$ cat config.mk
export PLATFORM = sky130hd
export DESIGN_NAME = y86_instr_writer
export DESIGN_NICKNAME = d
export VERILOG_FILES = /design/src/rtl/y86_pkg.sv /design/src/rtl/y86_instr_len.sv /design/src/rtl/y86_instr_writer.sv
export SDC_FILE = /design/constraint.sdc
export NUM_CORES = 1
export LEC_CHECK = 0
export CORE_MARGIN = 2
export CORE_UTILIZATION = 40
export CTS_CLUSTER_SIZE = 25
export DETAILED_ROUTE_END_ITERATION = 8
export SLEW_MARGIN = 5
export SYNTH_ARGS = -nofsm -noshare
export SYNTH_HDL_FRONTEND = slang
export SYNTH_SLANG_ARGS = --single-unit
$ cat constraint.sdc
create_clock -name clk -period 11.5 [get_ports clk]
set_input_delay 2.3 -clock clk [delete_from_list [all_inputs] [get_ports clk]]
set_output_delay 2.3 -clock clk [all_outputs]
set_load 0.02 [all_outputs]
$ cat src/rtl/y86_pkg.sv
// Shared Y86-64 encoding constants, FSM state type and byte-emit helper for
// the instruction writer.
package y86_pkg;

    localparam logic [3:0] IHALT   = 4'h0;
    localparam logic [3:0] INOP    = 4'h1;
    localparam logic [3:0] IRRMOVQ = 4'h2;
    localparam logic [3:0] IIRMOVQ = 4'h3;
    localparam logic [3:0] IRMMOVQ = 4'h4;
    localparam logic [3:0] IMRMOVQ = 4'h5;
    localparam logic [3:0] IOPQ    = 4'h6;
    localparam logic [3:0] IJXX    = 4'h7;
    localparam logic [3:0] ICALL   = 4'h8;
    localparam logic [3:0] IRET    = 4'h9;
    localparam logic [3:0] IPUSHQ  = 4'hA;
    localparam logic [3:0] IPOPQ   = 4'hB;

    localparam logic [3:0] IFUN_MAX_OPQ  = 4'd3;
    localparam logic [3:0] IFUN_MAX_CC   = 4'd6;
    localparam logic [3:0] IFUN_MAX_NONE = 4'd0;

    localparam logic [3:0] LEN_BARE = 4'd1;   // icode/ifun only
    localparam logic [3:0] LEN_REG  = 4'd2;   // + register byte
    localparam logic [3:0] LEN_DEST = 4'd9;   // + 8-byte destination
    localparam logic [3:0] LEN_REGC = 4'd10;  // + register byte + 8-byte constant

    typedef enum logic [1:0] {
        IDLE,
        EMIT,
        ERR
    } state_t;

    typedef struct packed {
        logic [3:0]  len;
        logic [3:0]  ra;
        logic [3:0]  rb;
        logic [63:0] valc;
    } emit_t;

    // Byte k (k >= 1) of a latched instruction; byte 0 is emitted at acceptance.
    function automatic logic [7:0] emit_byte(input emit_t f, input logic [3:0] k);
        logic [3:0] first_c;
        first_c = (f.len == LEN_REGC) ? 4'd2 : 4'd1;
        if (f.len != LEN_DEST && k == 4'd1)
            emit_byte = {f.ra, f.rb};
        else
            emit_byte = 8'(f.valc >> {k - first_c, 3'b000});
    endfunction

endpackage

$ cat src/rtl/y86_instr_len.sv
// Combinational Y86 instruction length and ifun legality lookup.
module y86_instr_len
    import y86_pkg::*;
(
    input  logic [3:0] icode,
    input  logic [3:0] ifun,
    output logic [3:0] len,
    output logic       legal
);

    logic [3:0] ifun_max;
    logic       known;

    // NOTE: every output of a combinational block gets a default first so no latch is inferred.
    always_comb begin
        len      = LEN_BARE;
        ifun_max = IFUN_MAX_NONE;
        known    = 1'b1;
        case (icode)
            IHALT, INOP, IRET:          len = LEN_BARE;
            IRRMOVQ: begin              len = LEN_REG;  ifun_max = IFUN_MAX_CC;  end
            IOPQ: begin                 len = LEN_REG;  ifun_max = IFUN_MAX_OPQ; end
            IPUSHQ, IPOPQ:              len = LEN_REG;
            IJXX: begin                 len = LEN_DEST; ifun_max = IFUN_MAX_CC;  end
            ICALL:                      len = LEN_DEST;
            IIRMOVQ, IRMMOVQ, IMRMOVQ:  len = LEN_REGC;
            default:                    known = 1'b0;
        endcase
        legal = known && (ifun <= ifun_max);
    end

endmodule

$ cat src/rtl/y86_instr_writer.sv
// Serialises Y86 instruction fields into one byte write per cycle into
// instruction memory, tracking the write pointer and a sticky error.
module y86_instr_writer
    import y86_pkg::*;
#(
    parameter int unsigned MEM_BYTES = 1024
) (
    input  logic        clk,
    input  logic        rst_n,
    input  logic        in_valid,
    output logic        in_ready,
    input  logic [3:0]  in_icode,
    input  logic [3:0]  in_ifun,
    input  logic [3:0]  in_rA,
    input  logic [3:0]  in_rB,
    input  logic [63:0] in_valC,
    input  logic        addr_load,
    input  logic [63:0] addr_in,
    input  logic        err_clr,
    output logic        mem_we,
    output logic [63:0] mem_addr,
    output logic [7:0]  mem_wdata,
    output logic [63:0] wr_ptr,
    output logic        err,
    output logic [15:0] instr_count
);

    state_t      state_q, state_d;
    logic [63:0] wr_ptr_q, wr_ptr_d;
    logic [15:0] cnt_q, cnt_d;
    emit_t       fld_q, fld_d;
    logic [3:0]  idx_q, idx_d;
    logic        mem_we_q, mem_we_d;
    logic [63:0] mem_addr_q, mem_addr_d;
    logic [7:0]  mem_wdata_q, mem_wdata_d;

    logic [3:0]  len;
    logic        legal;
    logic [64:0] end_addr;
    logic        overflow;

    y86_instr_len u_len (
        .icode (in_icode),
        .ifun  (in_ifun),
        .len   (len),
        .legal (legal)
    );

    // One bit wider than the pointer so a wrap past 2^64 still reads as overflow.
    assign end_addr = {1'b0, wr_ptr_q} + {61'd0, len};
    assign overflow = end_addr > 65'(MEM_BYTES);

    always_comb begin
        state_d     = state_q;
        wr_ptr_d    = wr_ptr_q;
        cnt_d       = cnt_q;
        fld_d       = fld_q;
        idx_d       = idx_q;
        mem_we_d    = 1'b0;
        mem_addr_d  = mem_addr_q;
        mem_wdata_d = mem_wdata_q;
        case (state_q)
            IDLE: begin
                if (addr_load) begin
                    wr_ptr_d = addr_in;
                end else if (in_valid) begin
                    if (!legal || overflow) begin
                        state_d = ERR;
                    end else begin
                        state_d     = EMIT;
                        fld_d       = '{len: len, ra: in_rA, rb: in_rB, valc: in_valC};
                        idx_d       = 4'd1;
                        mem_we_d    = 1'b1;
                        mem_addr_d  = wr_ptr_q;
                        mem_wdata_d = {in_icode, in_ifun};
                    end
                end
            end
            EMIT: begin
                if (idx_q == fld_q.len) begin
                    state_d  = IDLE;
                    wr_ptr_d = wr_ptr_q + {60'd0, fld_q.len};
                    cnt_d    = cnt_q + 16'd1;
                end else begin
                    mem_we_d    = 1'b1;
                    mem_addr_d  = wr_ptr_q + {60'd0, idx_q};
                    mem_wdata_d = emit_byte(fld_q, idx_q);
                    idx_d       = idx_q + 4'd1;
                end
            end
            ERR: begin
                if (err_clr) state_d = IDLE;
            end
            default: state_d = IDLE;
        endcase
    end

    // NOTE: sequential state uses non-blocking assignments so every register samples pre-edge values.
    always_ff @(posedge clk or negedge rst_n) begin
        if (!rst_n) begin
            state_q     <= IDLE;
            wr_ptr_q    <= '0;
            cnt_q       <= '0;
            fld_q       <= '0;
            idx_q       <= '0;
            mem_we_q    <= 1'b0;
            mem_addr_q  <= '0;
            mem_wdata_q <= '0;
        end else begin
            state_q     <= state_d;
            wr_ptr_q    <= wr_ptr_d;
            cnt_q       <= cnt_d;
            fld_q       <= fld_d;
            idx_q       <= idx_d;
            mem_we_q    <= mem_we_d;
            mem_addr_q  <= mem_addr_d;
            mem_wdata_q <= mem_wdata_d;
        end
    end

    assign in_ready    = (state_q == IDLE) && !addr_load;
    assign err         = (state_q == ERR);
    assign mem_we      = mem_we_q;
    assign mem_addr    = mem_addr_q;
    assign mem_wdata   = mem_wdata_q;
    assign wr_ptr      = wr_ptr_q;
    assign instr_count = cnt_q;

endmodule

==> results.py <==
metrics = {
    "detailed_routing": {
        "routed_wirelength_microns": 54430,
        "firstDrtPassIters": 5,
        "antenna_left": 0,
        "vias_per_cell": 5.883,
        "dr.first_iter.drc_count": 1169,
        "wl_per_cell_microns": 23.87,
        "drc": 0,
        "vias": 13410,
    },
    "clock_network": {
        "cts_buffers": 27,
        "root_buffer": "clkbuf_16",
        "clk_pin_slew_worst_paths_ns": 0.06,
        "cts_tree": "done",
        "hold_buffers": 0,
        "htreeDepth": 1,
        "cts.path.max_buffers": 3,
        "cts_setup_buffers": 0,
        "cts_sinks": 234,
        "insertion_delay_ns": 0.57,
        "cts_resized": 0,
    },
    "global_route": {
        "grt_overflow": 0,
        "gr-usage-all-layers_pct": 28.21,
        "first_global_vias": 13110,
        "antenna_found_initial": 1,
        "grt_pass1_wl_microns": 83020,
        "grt_max_degree": 104,
    },
    "place": {
        "post-dp-hpwl_microns": 40740,
        "port_buffers": 303,
        "dp.cells": 2233,
        "gp_congestion": 0.9436,
    },
    "setup_path": {
        "critical_path_required_ns": 11.94,
        "crit_path_max_fanout": 71,
        "slowest_delay_ns": 0.71,
        "critPathKind": "in2reg",
        "slowest_stage": "buf_4",
        "critPathArrivalTime_ns": 7.87,
        "endpoint_kind": "register",
        "crit_path_start_kind": "input pin",
        "worstPathCellList": "clkdlybuf4s50_1, mux2i_1, inv_1, ha_1, a211oi_1, nor3_1, nand3_1, mux2i_1, or4_1, nor4_1, nand4_1, o31ai_4, buf_4, mux2_1",
        "startpoint": "in_icode[2]",
        "r2r_slack_ns": 6.03,
        "r2r_start": "wr_ptr[29]",
        "crit_top_cell": "mux2i_1",
    },
    "synthesis": {
        "synth_top_family_by_area": "simple AND/OR/NAND/NOR gates",
        "ys.flop_type": "dfrtp_1",
        "synth-seq-area-share_pct": 39.99,
        "synth_top_area_share_pct": 39.99,
        "synthAdderAreaFrac_pct": 2.085,
        "synth_compound_area_share_pct": 12.44,
        "synth_area_leaders": "dfrtp_1 40%, mux2_1 5.8%, mux2_2 5.3%",
        "muxShareOfSynthArea_pct": 14.56,
        "syn_nets": 1733,
        "yosys_register_bits": 234,
        "synth_xor_area_share_pct": 6.340,
        "yosys_warnings": 0,
        "synth_cells": 1562,
        "synth-simple-area-share_pct": 19.71,
        "synth.avg_cell_area_sq_um": 9.374,
        "yosysTopAreaCell": "dfrtp_1",
        "syn-cell-area_sq_um": 14640,
        "synthDistinctLibCells": 72,
        "ys_async_sr_fraction_pct": 100.0,
        "synth_edf_count": 0,
    },
    "power_and_ir_drop": {
        "ir_drop_mv": 0.1171,
        "p_leak_nw": 7.488,
        "pwr_density_cell_nw_per_um2": 179.0,
    },
    "finish": {
        "nNetsFinal": 1965,
        "diodes": 0,
        "syn_to_final_growth_pct": 28.60,
        "drive_above_1_share_pct": 10.04,
        "fin_cells": 2280,
    },
    "sta": {
        "setup_violations": 0,
        "worstMarginPinSlew_ns": 1.280,
        "period_share_pct": 64.62,
        "fmax_mhz": 134.6,
        "timing.setup.tns_ns": 0,
        "skew_ns": 0.02159,
        "relSlewSlack_pct": 13.85,
        "finalCriticalPeriod_ns": 7.431,
        "hold_viol_final": 0,
        "maxSlewViolCount": 0,
        "rsz0062_at_grt": "no",
    },
    "min_path": {
        "hp-class": "reg2reg",
        "hp-start": "instr_count[15]",
    },
    "die": {
        "die_area_sq_um": 38150,
        "core.rowCount": 70,
        "die_h_microns": 195.3,
        "die_w_microns": 195.3,
        "core_area_sq_um": 36350,
        "initial_utilization_pct": 40.29,
        "io_pins": 304,
    },
    "status": {
        "status": "completed",
    },
    "run": {
        "cap_violations": 0,
    },
}
-- area by class of cell --
class | count | area [sq um]
clock inverter | 8 | 180.2
fill | 3362 | 17520
tap | 468 | 585.6
inverter | 34 | 127.6
sequential | 234 | 5856
timing repair buffer | 325 | 3203
clock buffer | 39 | 780.7
multi-input combinational | 1172 | 8098
-- final timing paths --
path | cells past startpoint | endpoint
setup / recovery | 14 | mem_addr[51]
hold / removal | 1 | instr_count[15]
max in group asynchronous | 3 | wr_ptr[57]
min in group asynchronous | 1 | wr_ptr[31]
hold reg to reg | 1 | instr_count[15]
setup reg to reg | 10 | mem_addr[51]
-- sequential cells by signal, indices dropped and copies added (netlist names) --
signal       flops
fld_q           75
instr_count     16
idx_q            4
mem_we           1
wr_ptr          64
state_q          2
mem_wdata        8
mem_addr        64
-- power by group --
| group | switching, W | internal, W |
|---|---|---|
| Clock | 0.000361 | 0.000582 |
| Sequential | 0.000246 | 0.000992 |
| Combinational | 0.000620 | 0.000569 |
| Total | 0.00123 | 0.00214 |
-- synth_stat cells, drive strengths merged (4+ instances only) --
library cell / instances
fa: 4
a21o: 6
o21ai: 70
xor2: 51
mux2i: 15
clkbuf: 73
and2: 4
a21oi: 109
o22a: 18
nand4: 81
o2bb2ai: 4
a31o: 5
o31ai: 4
a22oi: 8
nor2: 164
mux4: 16
a2bb2oi: 4
nand2: 121
dfrtp: 234
nand2b: 7
inv: 34
o22ai: 13
ha: 18
buf: 49
or2: 8
a31oi: 18
nor4: 32
and4: 5
a211oi: 8
nand3: 59
nor3b: 4
and3: 11
or4: 10
or3: 11
nor2b: 5
mux2: 144
nor3: 44
xnor2: 55
-- kinds of logic after synthesis --
logic type      Yosys count
compound gates          295
fa+ha+maj                22
xor+xnor                106
flops                   234
simple gates            574
mux                     175
buf+inv                 156
-- through the flow --
step / utilization, % / power (W) / setup slack (ns) / instance area [sq um] / hold WS (ns)
finish: 51.81 / 0.003371 / 4.069 / 18830 / 0.4729
global placement: 49.16 / 0.002424 / 3.799 / 17870 / 0.4587
CTS: 51.81 / 0.003393 / 4.129 / 18830 / 0.4725
detailed placement: 49.16 / 0.002440 / 3.586 / 17870 / 0.4604
floorplan: - / 0.001827 / 5.142 / 14640 / 0.4524
global route: 51.81 / 0.003526 / 3.748 / 18830 / 0.4944
-- routing by layer --
layer | share of wire, % | routed length [microns] | vias up | GRT usage (%)
met3 | 8.0 | 4352 | 103 | 5.613
met1 | 44 | 23850 | 6551 | 39.14
met2 | 45 | 24410 | 616 | 44.74
met4 | 3.3 | 1795 | 2 | 8.284
met5 | 0.024 | 13 | - | 0
li1 | - | - | 6141 | -
-- cells in the final DEF (no fill, tap or decap), drive strengths merged, types with 11 or more instances in the layout --
master | netlist | routed
clkbuf | 73 | 39
o21ai | 70 | 70
clkdlybuf4s50 | 0 | 302
inv | 34 | 35
nor4 | 32 | 32
o22a | 18 | 18
buf | 49 | 23
nor3 | 44 | 44
mux2i | 15 | 15
nor2 | 164 | 164
dfrtp | 234 | 234
nand2 | 121 | 121
mux2 | 144 | 144
nand4 | 81 | 81
o22ai | 13 | 13
and3 | 11 | 11
a21oi | 109 | 109
mux4 | 16 | 16
a31oi | 18 | 18
xor2 | 51 | 51
or3 | 11 | 11
ha | 18 | 18
xnor2 | 55 | 55
nand3 | 59 | 59
-- critical path, delay by kind of cell --
| kind | cells | cell delay [ns] |
|---|---|---|
| simple gates | 5 | 2.19 |
| buf+inv | 3 | 1.47 |
| mux | 3 | 0.96 |
| compound gates | 2 | 0.46 |
| fa+ha+maj | 1 | 0.31 |
No activity file was read; power rests on OpenSTA's default activity.
